**config.mk**
```make
export PLATFORM = sky130hd
export DESIGN_NAME = riscv_trace_monitor
export DESIGN_NICKNAME = d
export VERILOG_FILES = /design/src/rtl/riscv_trace_monitor.sv
export SDC_FILE = /design/constraint.sdc
export NUM_CORES = 1
export LEC_CHECK = 0
export ABC_CLOCK_PERIOD_IN_PS = 9900
export BUFFER_PORTS_ARGS = -buffer_cell sky130_fd_sc_hd__buf_2
export CORE_ASPECT_RATIO = 1.5
export CORE_MARGIN = 5
export CORE_UTILIZATION = 55
export DETAILED_ROUTE_END_ITERATION = 16
export GPL_ROUTABILITY_DRIVEN = 0
export GPL_TIMING_DRIVEN = 0
export PLACE_DENSITY = 0.72
export SYNTH_ARGS = -nofsm -noshare
export SYNTH_HDL_FRONTEND = slang
export SYNTH_SLANG_ARGS = --single-unit
```
**constraint.sdc**
```tcl
create_clock -name clk -period 9.9 [get_ports clk]
set_input_delay 0.495 -clock clk [delete_from_list [all_inputs] [get_ports clk]]
set_output_delay 0.495 -clock clk [all_outputs]
set_load 0.01 [all_outputs]
```
**src/rtl/riscv_trace_monitor.sv**
```systemverilog
// Execution monitor for riscv_top: records every PC change into a circular
// trace buffer and flags end-of-program pass/fail, PC hangs and cycle timeouts.
module riscv_trace_monitor #(
  parameter int              XLEN           = 32,
  parameter int              DEPTH          = 16,
  parameter int              HANG_LIMIT     = 64,
  parameter int              TIMEOUT_CYCLES = 10000,
  parameter logic [XLEN-1:0] END_PC         = 'h40
) (
  input  logic                       clk,
  input  logic                       reset,
  input  logic                       enable,
  input  logic                       wrap_mode,
  input  logic [XLEN-1:0]            pc,
  input  logic [XLEN-1:0]            result,
  input  logic [XLEN-1:0]            expected,
  input  logic                       rd_en,
  output logic [XLEN-1:0]            rd_pc,
  output logic [XLEN-1:0]            rd_result,
  output logic                       rd_valid,
  output logic [$clog2(DEPTH+1)-1:0] count,
  output logic                       overflow,
  output logic                       hang,
  output logic                       timeout,
  output logic                       done,
  output logic                       pass,
  output logic [31:0]                cycle_cnt
);
  localparam int AW = $clog2(DEPTH);
  localparam int CW = $clog2(DEPTH+1);
  localparam int SW = $clog2(HANG_LIMIT+1);

  typedef struct packed {
    logic [XLEN-1:0] pc;
    logic [XLEN-1:0] result;
  } entry_t;

  entry_t          mem_q [DEPTH];
  logic [AW-1:0]   wr_ptr_q, wr_ptr_d, rd_ptr_q, rd_ptr_d;
  logic [CW-1:0]   count_q, count_d;
  logic [XLEN-1:0] last_pc_q, last_pc_d;
  logic [XLEN-1:0] rd_pc_q, rd_pc_d, rd_result_q, rd_result_d;
  logic            rd_valid_q, rd_valid_d;
  logic            overflow_q, overflow_d, hang_q, hang_d, timeout_q, timeout_d;
  logic            done_q, done_d, pass_q, pass_d;
  logic [SW-1:0]   stall_q, stall_d;
  logic [31:0]     cycle_q, cycle_d;
  logic            mem_we, active, sample, pop, full, empty;

  always_comb begin
    wr_ptr_d    = wr_ptr_q;
    rd_ptr_d    = rd_ptr_q;
    count_d     = count_q;
    last_pc_d   = last_pc_q;
    rd_pc_d     = rd_pc_q;
    rd_result_d = rd_result_q;
    overflow_d  = overflow_q;
    hang_d      = hang_q;
    timeout_d   = timeout_q;
    done_d      = done_q;
    pass_d      = pass_q;
    stall_d     = stall_q;
    cycle_d     = cycle_q;
    mem_we      = 1'b0;

    full   = (count_q == CW'(DEPTH));
    empty  = (count_q == '0);
    active = enable && !done_q;
    sample = active && (pc != last_pc_q);
    pop    = rd_en && !empty;
    rd_valid_d = pop;

    if (pop) begin
      rd_pc_d     = mem_q[rd_ptr_q].pc;
      rd_result_d = mem_q[rd_ptr_q].result;
      rd_ptr_d    = rd_ptr_q + 1'b1;
    end

    if (sample) begin
      last_pc_d = pc;
      // A concurrent pop frees the oldest slot, so a full buffer still accepts.
      if (!full || pop) begin
        mem_we   = 1'b1;
        wr_ptr_d = wr_ptr_q + 1'b1;
      end else if (wrap_mode) begin
        mem_we     = 1'b1;
        wr_ptr_d   = wr_ptr_q + 1'b1;
        rd_ptr_d   = rd_ptr_q + 1'b1;
        overflow_d = 1'b1;
      end else begin
        overflow_d = 1'b1;
      end
      if (pc == END_PC) begin
        done_d = 1'b1;
        pass_d = (result == expected);
      end
    end

    if (mem_we && !pop && !full) count_d = count_q + 1'b1;
    else if (pop && !mem_we)     count_d = count_q - 1'b1;

    if (active) begin
      if (sample) stall_d = '0;
      else begin
        if (stall_q != SW'(HANG_LIMIT)) stall_d = stall_q + 1'b1;
        if (stall_d == SW'(HANG_LIMIT)) hang_d = 1'b1;
      end
      if (cycle_q != '1) cycle_d = cycle_q + 1'b1;
      if (cycle_d == 32'(TIMEOUT_CYCLES)) timeout_d = 1'b1;
    end
  end

  always_ff @(posedge clk or negedge reset) begin
    if (!reset) begin
      wr_ptr_q    <= '0;
      rd_ptr_q    <= '0;
      count_q     <= '0;
      last_pc_q   <= '1;
      rd_pc_q     <= '0;
      rd_result_q <= '0;
      rd_valid_q  <= 1'b0;
      overflow_q  <= 1'b0;
      hang_q      <= 1'b0;
      timeout_q   <= 1'b0;
      done_q      <= 1'b0;
      pass_q      <= 1'b0;
      stall_q     <= '0;
      cycle_q     <= '0;
    end else begin
      wr_ptr_q    <= wr_ptr_d;
      rd_ptr_q    <= rd_ptr_d;
      count_q     <= count_d;
      last_pc_q   <= last_pc_d;
      rd_pc_q     <= rd_pc_d;
      rd_result_q <= rd_result_d;
      rd_valid_q  <= rd_valid_d;
      overflow_q  <= overflow_d;
      hang_q      <= hang_d;
      timeout_q   <= timeout_d;
      done_q      <= done_d;
      pass_q      <= pass_d;
      stall_q     <= stall_d;
      cycle_q     <= cycle_d;
    end
  end

  // Trace storage needs no reset; contents are only read behind count.
  always_ff @(posedge clk) begin
    if (mem_we) mem_q[wr_ptr_q] <= '{pc: pc, result: result};
  end

  assign rd_pc     = rd_pc_q;
  assign rd_result = rd_result_q;
  assign rd_valid  = rd_valid_q;
  assign count     = count_q;
  assign overflow  = overflow_q;
  assign hang      = hang_q;
  assign timeout   = timeout_q;
  assign done      = done_q;
  assign pass      = pass_q;
  assign cycle_cnt = cycle_q;
endmodule

```
-- Yosys cells after proc, flatten, opt, wreduce, memory -nomap -nowiden
Memory sizes are Yosys's and may differ from the RTL's. A register that Yosys moved wholly into a read port is not among the register bits.
Index checks and enable logic that the tools add are counted.
- bits in registers: 90
- RAM bits: 1024
- output and inout bits: 107
- logic and storage cells: 69
- memories: 1
- add/sub/neg operators: 6
- equal/unequal tests: 8
- multiplexer cells: 19
- bitwise gates (word level): 2
- reductions and logical operators: 21
- memories (name ; words ; width ; read ports ; clocked after Yosys merged registers in ; write ports ; RTL line ; text):
    mem_q ; 16 ; 64 ; 1 ; 1 ; 1 ; 38 ; entry_t mem_q [DEPTH];
- operators with widths (kind ; count):
    $mux W32 ; 2
    $add A32 B1 Y32 const B ; 1
    $eq A32 B14 Y1 const B ; 1
    $eq A32 B32 Y1 ; 1
    $eq A32 B7 Y1 const B ; 1
    $ne A32 B32 Y1 ; 1
    $ne A32 B32 Y1 const B ; 1
    $mux W7 ; 4
    $mux W4 ; 6
    $mux W5 ; 2
    $add A4 B1 Y4 const B ; 2
    $reduce_and A2 Y1 ; 4
    $add A7 B1 Y7 const B ; 1
    $eq A7 B7 Y1 const B ; 1
    $ne A7 B7 Y1 const B ; 1
    $logic_and A1 B1 Y1 ; 6
    $logic_not A1 Y1 ; 6
    $add A5 B1 Y5 const B ; 1
    $eq A5 B5 Y1 const B ; 1
    $logic_not A5 Y1 ; 1
    $mux W1 ; 5
    $sub A5 B1 Y5 const B ; 1
    $reduce_bool A2 Y1 ; 2
    $reduce_and A3 Y1 ; 1
    other kinds (2) ; 3

-- Logic depth before layout (Yosys ltp)
- word-level depth: 10
- gate-level depth with buffers: 11

-- Worst setup path before layout
Ideal clock, no wire load.
- kind: in2reg
- start: input port pc[10]
- end: memory mem_q[0][0] (netlist name) (enable)
- library setup time: 0.666 ns
- arrival: 8.199 ns
- slack: 1.034 ns
- cell stages on the path: 7
- path buffers: 1
- path through: xnor2_1 > nand4_1 > nor4_1 > a21oi_1 > clkbuf_1 > o21ai_0 > nor4b_1
- cells in the longest elaborated chain, start to end: 5
- RTL lines (element ; RTL line ; text):
    from (decl) ; 14 ; input logic [XLEN-1:0] pc,
    $ne A32 B32 Y1 ; 69 ; sample = active && (pc != last_pc_q);
    $logic_and A1 B1 Y1 ; 69 ;
    $mux W1 ; 79 ; if (sample) begin
    $mux W1 ; 149 ; if (mem_we) mem_q[wr_ptr_q] <= '{pc: pc, result: result};
    $mux W1 (implied by the code) ; 149 ;
    to (decl) ; 38 ;
Every way passes these cells.

-- Final worst setup path
- start: register last_pc_q[26]
- end: memory mem_q[0][23] (netlist name) (enable)
- cells in the longest elaborated chain, start to end: 5
- RTL lines (element ; RTL line ; text):
    from (decl) ; 41 ; logic [XLEN-1:0] last_pc_q, last_pc_d;
    from (signal assigned) ; 133 ; last_pc_q <= last_pc_d;
    $ne A32 B32 Y1 ; 69 ;
    $logic_and A1 B1 Y1 ; 69 ;
    $mux W1 ; 79 ;
    $mux W1 ; 149 ;
    $mux W1 (implied by the code) ; 149 ;
Every way passes these cells.

==> flow_metrics.py <==
metrics = {
    "run": {
        "max-cap-violations": 0,
    },
    "run_status": {
        "outcome": "complete, no violations",
    },
    "global_routing": {
        "grt_pass1_vias": 27391,
        "grt_overflow_total": 0,
        "grt_max_degree": 102,
        "grt_use_total_pct": 25.9,
        "grt_pass1_wl_um": 174000,
        "antenna_found_initial": 4,
    },
    "power": {
        "p_int_uw": 10000,
        "p_leak_uw": 0.0187,
        "clockPowerShare_pct": 27.8,
        "pwr-share-comb_pct": 29.9,
        "power_density_nw_per_um2": 277,
        "vdd_drop_max_uv": 189,
        "sequentialPowerShare_pct": 42.2,
        "netSwitchingPower_uw": 4800,
        "sw_frac_of_total_pct": 32.5,
    },
    "synth": {
        "synth_top_cell_by_area": "edfxtp_1",
        "synth_area_leaders": "edfxtp_1 (66%), dfrtp_1 (6.5%), mux4_2 (6.2%)",
        "postSynthAreaPerCell_um2": 17.6,
        "ys_seq_area_share_pct": 74.0,
        "synth_ff_type": "edfxtp_1",
        "synth.distinct_cells": 61,
        "synth_cells": 2664,
        "netlist_area_um2": 46800,
        "yosys_warnings": 0,
        "synthArstFlopShare_pct": 13.1,
        "synth_most_common_cell": "edfxtp_1",
        "synth_common_cells": "edfxtp_1 (1024), nand2_1 (232), mux2i_1 (193)",
        "ys_ff_latch": 1178,
        "synth_fp_nets": 2777,
        "synth_top_area_share_pct": 65.7,
        "synth_edf_count": 1024,
    },
    "setup_path": {
        "cp_slowest_cell": "nor4b_2",
        "rr_worst_depth": 12,
        "critical_path_class": "flop to flop",
        "max_stage_delay_ns": 0.75,
        "crit_required_ns": 10.31,
        "crit_fanout": 10,
        "critPathMostFrequentCell": "buf_4",
        "cp-end-kind": "flop",
        "reg2reg_setup_slack_ns": 5.46,
        "cp-start-kind": "flop",
        "timing.rr.end": "mem_q[0][23]",
        "crit_chain": "xnor2_1 -> nand4_1 -> nor4_1 -> a21oi_1 -> clkbuf_1 -> o21ai_0 -> nor4b_2 -> buf_4 -> buf_4 -> buf_6 -> buf_4 -> buf_4",
        "arrival_ns": 4.85,
        "rr_startpoint": "last_pc_q[26]",
    },
    "drt": {
        "wl_um": 118000,
        "ant_nets": 0,
        "drc": 0,
        "dr.pass1.iters": 5,
        "routedWlPerCell_um": 27.8,
        "vias": 26355,
        "post_drt_via_cell_ratio": 6.19,
        "drt_iter0_drc": 2585,
    },
    "timing": {
        "fin_worst_skew_ns": 0.0232,
        "finalSetupTns_ns": 0,
        "fin_hold_ws_ns": 0.181,
        "layout_worst_path_cycle_share_pct": 44.9,
        "period_needed_ns": 4.44,
        "finalSetupViolCount": 0,
        "final_max_slew_viol_count": 0,
        "hold_viol_final": 0,
        "worst_pin_slew_ns": 1.20,
        "relSlewSlack_pct": 20.3,
        "timing.fmax_mhz": 225,
        "rsz0062_at_grt": "false",
    },
    "clock_network": {
        "ctsHoldBuffers": 1,
        "cts_resized": 0,
        "root_buffer": "clkbuf_16",
        "cts_tree": "built",
        "clockBufferDepth": 3,
        "cts_setup_buffers": 0,
        "clock-sinks": 1178,
        "cts_made_buffers": 103,
        "clk_latency_ns": 0.71,
        "clkTransAtPathRegs_ns": 0.07,
        "h-tree-depth": 3,
    },
    "finish": {
        "multi_input_area_um2": 11600,
        "finalInstanceArea_um2": 53500,
        "area_delta_synth_final_pct": 14.3,
        "drive_gt1_share_pct": 23.6,
        "fillCellCount": 5910,
        "register_area_um2": 34600,
        "layout.nets": 3146,
        "fin_util_pct": 63.2,
    },
    "floorplan": {
        "core_um2": 84700,
        "dieArea_um2": 91200,
        "fp.dieH_um": 367,
        "die_w_um": 248,
        "ios": 208,
        "initial_core_util_pct": 55.3,
        "num_rows": 131,
    },
    "min_path": {
        "whs_path_depth": 1,
        "hold_end": "mem_q[9][18]",
        "min_path_type": "input port to flop",
        "hp-start": "result[18]",
    },
    "placement": {
        "placed_cell_area_um2": 50000,
        "dp_hpwl_um": 77900,
        "port_buffers": 206,
    },
}
-- power groups by stage --
stage	Combinational (µW)	Clock, µW	Sequential [µW]
floorplan	2720	0	6400
global placement	4230	0	6410
detailed placement	4440	0	6350
CTS	4470	4180	6250
global route	4730	4380	6290
finish	4430	4120	6250
-- cell families (layout without fill, tap and decap cells) --
logic type,count (synthesis),after routing,share of synthesized area (%)
compound gates,382,382,5.36
xor+xnor,113,113,2.11
fa+ha+maj,12,12,0.337
buf+inv,154,612,1.30
flops,1178,1178,74.0
mux,424,424,12.8
other cells,0,3,0
simple gates,401,401,4.14
-- metal layers --
layer | wire length [µm] | up-vias | global-route usage [%]
met1 | 42700 | 13578 | 32.0
met4 | 5060 | 2 | 10.6
met5 | 13 | - | 0
met2 | 62200 | 1180 | 45.3
li1 | - | 11349 | -
met3 | 8330 | 246 | 4.45
-- placed cells by master, fill, tap and decap left out, types with 9 or more instances in the layout --
master | netlist | routed
a21oi_1 | 75 | 75
and3_1 | 13 | 13
buf_16 | 0 | 12
buf_2 | 17 | 222
edfxtp_1 | 1024 | 1024
mux2_2 | 103 | 103
ha_1 | 11 | 11
clkbuf_1 | 100 | 120
xor2_1 | 50 | 50
nor2_1 | 21 | 21
nor3_1 | 9 | 9
mux2i_1 | 193 | 193
buf_1 | 24 | 24
mux4_2 | 128 | 128
nand3_1 | 21 | 21
clkbuf_8 | 0 | 11
nand2_1 | 232 | 232
dfrtp_1 | 122 | 122
inv_1 | 10 | 10
nand4_1 | 23 | 23
o221ai_1 | 128 | 128
bufinv_16 | 0 | 10
xnor2_1 | 63 | 63
clkbuf_16 | 0 | 103
buf_4 | 2 | 45
nor4_1 | 26 | 26
clkinv_2 | 0 | 22
dfstp_2 | 32 | 32
o21ai_0 | 140 | 140
-- state kept, by name, summed over array words and instances, names as in the netlist --
signal	flops
pass	1
rd_result	32
last_pc_q	32
timeout	1
wr_ptr_q	4
count	5
rd_valid	1
mem_q	1024
hang	1
rd_ptr_q	4
stall_q	7
done	1
cycle_cnt	32
overflow	1
rd_pc	32
-- worst max-delay path: cells and delay by family, from the launching register on --
kind                      cells  cell delay [ns]
DFF                           1             0.54
AOI/OAI and AO/OA             2             0.93
buffers and inverters         6             1.54
and+or+nand+nor               3             0.98
xor gates and xnor gates      1             0.13
-- how the worst max path moves through the flow --
stage	slack [ns]	cells after the start	endpoint	startpoint
after floorplan	1.03	7	mem_q[0][0]	pc[10]
after global placement	-7.38	8	mem_q[0][22]	pc[27]
after detailed placement	5.02	13	mem_q[0][21]	pc[27]
after CTS	5.43	12	mem_q[0][23]	last_pc_q[27]
after global routing	5.26	12	mem_q[0][23]	last_pc_q[9]
final	5.46	12	mem_q[0][23]	last_pc_q[26]
-- per-stage QoR --
step                cells  worst slack (ns)  total power, µW
global placement     4000             -7.38            10600
CTS                  4252              5.43            14900
global route         4253              5.26            15400
finish               4255              5.46            14800
floorplan            2664              1.03             9120
detailed placement   4057              5.02            10800
-- cell type report --
cell class | instances | share of cell area [%]
Sequential cell | 1178 | 64.7
Multi-Input combinational cell | 1332 | 21.7
Clock buffer | 136 | 5.27
Timing Repair Buffer | 264 | 3.24
Tap cell | 1130 | 2.64
Clock inverter | 58 | 1.26
Buffer | 144 | 1.07
Inverter | 10 | 0.0701
Antenna cell | 3 | 0.0140
Note: power is estimated with default switching activity, not from simulation.
